File: src/rtl/uart_rx_param.sv
// uart_rx_param: parametrised UART receiver with 2-flop sync, 3-sample majority vote and valid/ready output.
// Define UART_RX_BREAK_EN to add break detection (BREAK state and break_det pulse); otherwise break_det is 0.
module uart_rx_param #(
    parameter int DATA_BITS  = 8,
    parameter int OVERSAMPLE = 16,
    parameter int STOP_BITS  = 1
) (
    input  logic                 clk,
    input  logic                 rst_n,
    input  logic                 tick,
    input  logic                 rx,
    input  logic [1:0]           parity_mode,
    input  logic                 rx_ready,
    output logic [DATA_BITS-1:0] rx_data,
    output logic                 rx_valid,
    output logic                 parity_error,
    output logic                 frame_error,
    output logic                 overrun_error,
    output logic                 break_det
);
    localparam int SC_W = $clog2(OVERSAMPLE);
    localparam int BI_W = $clog2(DATA_BITS);
    localparam int M    = OVERSAMPLE / 2;
    localparam logic [SC_W-1:0] SC_LAST   = SC_W'(OVERSAMPLE - 1);
    localparam logic [SC_W-1:0] SAMP_A    = SC_W'(M - 1);
    localparam logic [SC_W-1:0] SAMP_B    = SC_W'(M);
    localparam logic [SC_W-1:0] SAMP_C    = SC_W'(M + 1);
    localparam logic [BI_W-1:0] BI_LAST   = BI_W'(DATA_BITS - 1);
    localparam logic            STOP_LAST = 1'(STOP_BITS - 1);

`ifdef UART_RX_BREAK_EN
    typedef enum logic [2:0] {IDLE, START, DATA, PARITY, STOP, BREAK} state_t;
`else
    typedef enum logic [2:0] {IDLE, START, DATA, PARITY, STOP} state_t;
`endif

    state_t                state_q, state_d;
    logic                  sync1_q, sync1_d, sync2_q, sync2_d;
    logic [SC_W-1:0]       sc_q, sc_d;
    logic                  samp_a_q, samp_a_d, samp_b_q, samp_b_d;
    logic [BI_W-1:0]       bit_idx_q, bit_idx_d;
    logic                  stop_idx_q, stop_idx_d;
    logic [DATA_BITS-1:0]  shift_q, shift_d;
    logic [1:0]            mode_q, mode_d;
    logic                  perr_acc_q, perr_acc_d, ferr_acc_q, ferr_acc_d;
    logic [DATA_BITS-1:0]  data_q, data_d;
    logic                  valid_q, valid_d, perr_q, perr_d, ferr_q, ferr_d, oerr_q, oerr_d;
    logic                  decide, deliver, maj, stop_fe;
`ifdef UART_RX_BREAK_EN
    logic                  zero_q, zero_d, brk_q, brk_d;
`endif

    always_comb begin
        sync1_d    = rx;
        sync2_d    = sync1_q;
        state_d    = state_q;
        sc_d       = sc_q;
        samp_a_d   = samp_a_q;
        samp_b_d   = samp_b_q;
        bit_idx_d  = bit_idx_q;
        stop_idx_d = stop_idx_q;
        shift_d    = shift_q;
        mode_d     = mode_q;
        perr_acc_d = perr_acc_q;
        ferr_acc_d = ferr_acc_q;
        data_d     = data_q;
        valid_d    = valid_q;
        perr_d     = perr_q;
        ferr_d     = ferr_q;
        oerr_d     = oerr_q;
        decide     = 1'b0;
        deliver    = 1'b0;
        maj        = (samp_a_q & samp_b_q) | (samp_a_q & sync2_q) | (samp_b_q & sync2_q);
        stop_fe    = ferr_acc_q | ~maj;
`ifdef UART_RX_BREAK_EN
        zero_d     = zero_q;
        brk_d      = 1'b0;
`endif
        // Two samples are stored; the third is the live synchronised input at the decision tick.
        if (tick) begin
            sc_d = (sc_q == SC_LAST) ? '0 : sc_q + 1'b1;
            if (sc_q == SAMP_A) samp_a_d = sync2_q;
            if (sc_q == SAMP_B) samp_b_d = sync2_q;
            decide = (sc_q == SAMP_C);
        end
        case (state_q)
            IDLE: begin
                if (tick && !sync2_q) begin
                    sc_d    = '0;
                    state_d = START;
                end
            end
            START: begin
                if (decide) begin
                    if (maj) begin
                        state_d = IDLE;
                    end else begin
                        mode_d     = parity_mode;
                        bit_idx_d  = '0;
                        stop_idx_d = 1'b0;
                        perr_acc_d = 1'b0;
                        ferr_acc_d = 1'b0;
`ifdef UART_RX_BREAK_EN
                        zero_d     = 1'b1;
`endif
                        state_d    = DATA;
                    end
                end
            end
            DATA: begin
                if (decide) begin
                    shift_d = {maj, shift_q[DATA_BITS-1:1]};
`ifdef UART_RX_BREAK_EN
                    zero_d  = zero_q & ~maj;
`endif
                    if (bit_idx_q == BI_LAST) begin
                        state_d = (mode_q == 2'b01 || mode_q == 2'b10) ? PARITY : STOP;
                    end else begin
                        bit_idx_d = bit_idx_q + 1'b1;
                    end
                end
            end
            PARITY: begin
                if (decide) begin
                    perr_acc_d = ((^shift_q) ^ maj) != (mode_q == 2'b10);
`ifdef UART_RX_BREAK_EN
                    zero_d     = zero_q & ~maj;
`endif
                    state_d    = STOP;
                end
            end
            STOP: begin
                if (decide) begin
                    ferr_acc_d = stop_fe;
`ifdef UART_RX_BREAK_EN
                    zero_d     = zero_q & ~maj;
`endif
                    if (stop_idx_q == STOP_LAST) begin
                        state_d = IDLE;
`ifdef UART_RX_BREAK_EN
                        if (zero_q && !maj) begin
                            state_d = BREAK;
                            brk_d   = 1'b1;
                        end else begin
                            deliver = 1'b1;
                        end
`else
                        deliver = 1'b1;
`endif
                    end else begin
                        stop_idx_d = stop_idx_q + 1'b1;
                    end
                end
            end
`ifdef UART_RX_BREAK_EN
            BREAK: begin
                if (tick && sync2_q) state_d = IDLE;
            end
`endif
            default: state_d = IDLE;
        endcase
        // A delivery in the same cycle as an accept replaces the consumed word without flagging overrun.
        if (deliver) begin
            data_d  = shift_q;
            perr_d  = perr_acc_q;
            ferr_d  = stop_fe;
            oerr_d  = valid_q & ~rx_ready;
            valid_d = 1'b1;
        end else if (valid_q && rx_ready) begin
            valid_d = 1'b0;
        end
    end

    always_ff @(posedge clk or negedge rst_n) begin
        if (!rst_n) begin
            state_q    <= IDLE;
            sync1_q    <= 1'b1;
            sync2_q    <= 1'b1;
            sc_q       <= '0;
            samp_a_q   <= 1'b1;
            samp_b_q   <= 1'b1;
            bit_idx_q  <= '0;
            stop_idx_q <= 1'b0;
            shift_q    <= '0;
            mode_q     <= 2'b00;
            perr_acc_q <= 1'b0;
            ferr_acc_q <= 1'b0;
            data_q     <= '0;
            valid_q    <= 1'b0;
            perr_q     <= 1'b0;
            ferr_q     <= 1'b0;
            oerr_q     <= 1'b0;
        end else begin
            state_q    <= state_d;
            sync1_q    <= sync1_d;
            sync2_q    <= sync2_d;
            sc_q       <= sc_d;
            samp_a_q   <= samp_a_d;
            samp_b_q   <= samp_b_d;
            bit_idx_q  <= bit_idx_d;
            stop_idx_q <= stop_idx_d;
            shift_q    <= shift_d;
            mode_q     <= mode_d;
            perr_acc_q <= perr_acc_d;
            ferr_acc_q <= ferr_acc_d;
            data_q     <= data_d;
            valid_q    <= valid_d;
            perr_q     <= perr_d;
            ferr_q     <= ferr_d;
            oerr_q     <= oerr_d;
        end
    end

`ifdef UART_RX_BREAK_EN
    always_ff @(posedge clk or negedge rst_n) begin
        if (!rst_n) begin
            zero_q <= 1'b0;
            brk_q  <= 1'b0;
        end else begin
            zero_q <= zero_d;
            brk_q  <= brk_d;
        end
    end

    assign break_det = brk_q;
`else
    assign break_det = 1'b0;
`endif

    assign rx_data       = data_q;
    assign rx_valid      = valid_q;
    assign parity_error  = perr_q;
    assign frame_error   = ferr_q;
    assign overrun_error = oerr_q;
endmodule

File: config.mk
export PLATFORM = sky130hd
export DESIGN_NAME = uart_rx_param
export DESIGN_NICKNAME = d
export VERILOG_FILES = /design/src/rtl/uart_rx_param.sv
export SDC_FILE = /design/constraint.sdc
export NUM_CORES = 1
export LEC_CHECK = 0
export CORE_MARGIN = 4
export CORE_UTILIZATION = 59
export CTS_BUF_LIST = sky130_fd_sc_hd__clkbuf_16
export CTS_CLUSTER_SIZE = 25
export DETAILED_ROUTE_END_ITERATION = 10
export GPL_TIMING_DRIVEN = 0
export PLACE_DENSITY = 0.83
export SYNTH_ARGS = -nofsm -noshare
export SYNTH_HDL_FRONTEND = slang
export SYNTH_SLANG_ARGS = --single-unit
File: constraint.sdc
create_clock -name clk -period 5 [get_ports clk]
set_clock_uncertainty 0.1 [all_clocks]
set_input_delay 0.5 -clock clk [delete_from_list [all_inputs] [get_ports clk]]
set_output_delay 0.5 -clock clk [all_outputs]
set_load 0.01 [all_outputs]
# Word level (Yosys, flattened, before mapping)
# Index checks and enable logic that the tools add are counted.
# Widths: inputs -> output; s select.
# word_totals
regBits	39
input_bits	7
output_inout_bits	13
word_cells	103
# op_classes
bitwise_logic	10
n_eq_ne	21
mux	34
add_sub_neg	3
reduce_logical	18
# op_table
cell	n
$mux 3	12
$ne 2x2->1 const B	9
$mux 4	4
$pmux 3 s5	1
$eq 4x4->1 const B	3
$mux 1	12
$reduce_and 4->1	2
$reduce_bool 2->1	4
$reduce_xor 8->1	1
$reduce_and 7->1	1
$eq 3x2->1 const B	2
$eq 3x3->1 const B	2
$pmux 1 s2	3
$pmux 3 s2	1
$reduce_and 2->1	3
$reduce_and 5->1	1
$add 4x1->4 const B	1
$and 1x1->1	4
$eq 4x3->1 const B	1
$add 3x1->3 const B	1
$eq 3x1->1 const B	1
$logic_not 3->1	1
$or 1x1->1	3
$reduce_and 3->1	1
other kinds (10)	12

# Longest topological paths before layout
# depth
depth_word	7
ltp_mapped	8
mapped_depth_nobuf	6

# Worst setup path after synthesis
# No wires, ideal clock.
# synth_path
kind	register to register
start	reg sc_q[1]
end	reg perr_q, in the netlist parity_error
arrival_time_ns	1.892
path_buffers	2
required_time_ns	4.775
path_stages_with_launch	8
setup_slack_ns	2.883
setup_ns	0.125
synth_period_minus_slack_ns	2.117
path_cell_list	dfrtp_1 -> inv_1 -> ha_1 -> nand4b_4 -> or4b_4 -> buf_6 -> buf_12 -> mux2_4
# synth_between
elab_chain_len	4
# synth_lines
item	line_no	text
from (decl)	39	logic [SC_W-1:0] sc_q, sc_d;
from (signal assigned)	179	sc_q <= '0;
from (signal assigned)	197	sc_q <= sc_d;
$eq 4x4->1	84	decide = (sc_q == SAMP_C);
$mux 1	80	if (tick) begin
$mux 1	133	if (decide) begin
$mux 1	86	case (state_q)
to (signal assigned)	208	perr_q <= perr_d;
to (decl)	47	logic valid_q, valid_d, perr_q, perr_d, ferr_q, ferr_d, oerr_q, oerr_d;
# No other way between the ends.
# A chain may end at the register's enable or synchronous reset.

# Worst setup path after layout
# Same ends and word-level chain as after synthesis.

==> summary.txt <==
Clock network
  • CTS tree: built
  • Root Driver: clkbuf_16
  • Setup bufs post-CTS: 0
  • Clock sink count: 38
  • CTS Buf Count: 5
  • Clock buffer depth: 2
  • Clock transition at path regs: 50 ps
  • Skew-Pair Late Insertion Delay: 280 ps
  • H-tree depth: 2
  • Post-CTS sizing: 0
  • Post-CTS Hold Fix Bufs: 0

Synth
  • Mapped Avg Cell Area: 12.4 sq um
  • Syn nets: 161
  • Ys Warns: 0
  • Yosys reg bits: 38
  • Cells after synthesis: 148
  • Mapped Area: 1830 sq um
  • Share of the synthesized area in the top cell type: 0.465
  • Sequential area share after synthesis: 0.523
  • Yosys cell types: 37
  • Yosys top cell by area: dfrtp_1
  • Synth area leaders: dfrtp_1, mux2_2, dfstp_2, ha_1, o21ai_0

Timing
  • Worst-Margin Slew: 831 ps
  • Finish-stage setup viols: 0
  • Period utilisation layout: 0.455
  • Minimum clock period: 2270 ps
  • RSZ-0062 raised after global routing: no
  • Max Clock Freq: 440 MHz
  • Setup tns final: 0 ps
  • Max Slew Vio Count: 0
  • Max transition margin: 0.446
  • Final hold vios: 0

Routing
  • Routed wire length: 3380 microns
  • Via count: 1,188
  • Vias per Instance: 5.82
  • Residual DRC count: 0
  • Initial drt markers: 42
  • Routed len/inst: 16.6 microns
  • Antenna Nets Post-Route: 0
  • First-pass DRT Iterations: 4

Power and ir drop
  • Leak pwr: 1.04 nW
  • Comb power frac: 0.244
  • Sequential share of power: 0.444
  • Pwr/cell area: 429 nW/um^2
  • Clock power share: 0.312
  • Psw: 284 uW
  • Worst VDD drop: 0.000293 V
  • Pint: 646 uW
  • Sw Share: 0.305

Placement
  • Port bufs: 17
  • Hpwl dp: 2300 microns
  • Routability cong.: 0.761

Setup path
  • Worst path required time: 5060 ps
  • Startpoint types: flop
  • Setup crit end kind: flop
  • WP data arrival: 2340 ps
  • Kind of critical path: reg2reg
  • Max Fanout on Critical Path: 10

Min path
  • Hold Path Class: in2async

Floorplanning
  • Starting density of the core: 0.641
  • Die width: 63.7 microns
  • Die area: 4050 sq um
  • Rows: 19
  • Chip Height: 63.7 microns
  • Io pins: 20
  • Core area: 2850 sq um

Layout
  • Most frequent cells in the layout: dfrtp_1, mux2_2, clkdlybuf4s50_1
  • Final core occ: 0.760
  • Leading cell type in the layout, fill and taps excluded: dfrtp_1
  • Final Net Count: 185
  • P&R area growth vs syn: 18.6%
  • Inserted Diodes: 0
  • Ratio of cells with drive above 1 in the final layout: 0.225

Flow run
  • Max_cap viols: 0

Outcome
  • Status: complete, no violations

GRT
  • Largest net degree at the start of global routing: 39
  • First-pass GRT wire length: 6020 microns
  • Number of global-route vias before repair: 1,262
  • GRT overflow: 0
  • GRT Overall Usage: 0.194
  • Initial antenna violation count: 0
-- cell type report --
cell class,instances,area [sq um]
plain buffers,7,57.6
repair buffers,17,165
flip-flops and latches,38,956
clock buffers,5,125
well taps,31,38.8
fillers,191,684
inverters,4,15.0
clock inverters,3,11.3
multi-input cells,99,800
-- stage by stage --
stage / area, sq um / power (mW) / instances / hold slack (ps) / worst slack [ps]
2_1_floorplan: 1830 / 0.578 / 148 / 104 / 2880
3_3_place_gp: 2040 / 0.618 / 196 / 246 / 2530
3_5_place_dp: 2030 / 0.638 / 196 / 249 / 2740
4_1_cts: 2170 / 0.938 / 204 / 246 / 2720
5_1_grt: 2170 / 0.990 / 204 / 265 / 2630
6_report: 2170 / 0.930 / 204 / 222 / 2730
-- synth_stat cells --
cell type  number
or2b_1          1
mux2_4          4
xor2_1          3
nand4b_1        1
mux2i_1         1
nor4_1          2
clkbuf_1        3
nor3b_1         1
buf_12          1
or4b_4          1
mux2_2         17
nor2_1          9
o221ai_1        1
buf_4           2
a22o_1          2
a21o_2          1
o2bb2ai_1       1
and2_1          2
o22ai_1         1
dfrtp_1        34
xnor3_1         1
a21oi_1         4
inv_1           4
nor3_2          1
nand3b_1        1
maj3_1          1
nor2b_1         1
nand4b_4        1
o21ai_0        12
dfstp_2         4
nand2b_1        3
ha_1            6
conb_1          1
nand3_1         5
nand2_1         8
buf_6           1
xnor2_1         6
-- kinds of logic (layout without fill, tap and decap cells) --
| kind of cell | count (synthesis) | count (layout) | synth area share |
|---|---|---|---|
| AND/OR/NAND/NOR | 37 | 37 | 0.119 |
| buffers and inverters | 11 | 36 | 0.0397 |
| adder cells (fa/ha/maj) | 7 | 7 | 0.0465 |
| flip-flops | 38 | 38 | 0.523 |
| XOR/XNOR | 10 | 10 | 0.0554 |
| other | 1 | 1 | 0.00205 |
| AO/OA/AOI/OAI | 22 | 22 | 0.0712 |
| multiplexers | 22 | 22 | 0.143 |
-- critical path: stages, from the launching register on --
cell,delay (ps)
dfrtp_1,430
inv_1,110
ha_1,190
nand4b_4,180
or4b_4,560
buf_6,160
buf_12,140
mux2_4,290
-- power by group through the flow --
stage / clock (mW) / sequential [mW] / combinational [mW]
after floorplan: 0 / 0.403 / 0.175
after global placement: 0 / 0.410 / 0.208
after detailed placement: 0 / 0.415 / 0.223
after CTS: 0.299 / 0.412 / 0.227
after global routing: 0.312 / 0.418 / 0.260
final: 0.290 / 0.413 / 0.227
-- registers in the layout, indices dropped and copies added (netlist names) --
name and flops:
mode_q 2, bit_idx_q 3, ferr_acc_q 1, frame_error 1, samp_b_q 1, sc_q 4
shift_q 8, overrun_error 1, sync2_q 1, parity_error 1, perr_acc_q 1, sync1_q 1
rx_valid 1, rx_data 8, samp_a_q 1, state_q 3
-- worst paths after layout --
kind / slack, ps / endpoint / startpoint / cells after the start
min: 220 / rx_valid$_DFFE_PN0P_ / rst_n / 1
min in group clk: 260 / sync2_q$_DFF_PN1_ / sync1_q$_DFF_PN1_ / 0
max in group asynchronous: 4050 / sc_q[2]$_DFF_PN0_ / rst_n / 1
max: 2730 / parity_error$_DFFE_PN0P_ / sc_q[1]$_DFF_PN0_ / 7
max reg2reg: 2730 / parity_error$_DFFE_PN0P_ / sc_q[1]$_DFF_PN0_ / 7
min reg2reg: 260 / sync2_q$_DFF_PN1_ / sync1_q$_DFF_PN1_ / 0
-- routing by layer --
metal  up-vias  track usage  wire [microns]
met5         -            0               0
met2        24        0.312            1650
li1        560            -               -
met4         0       0.0782              55
met3         5       0.0568             132
met1       599        0.245            1550
Note: power is estimated with default switching activity, not from simulation.
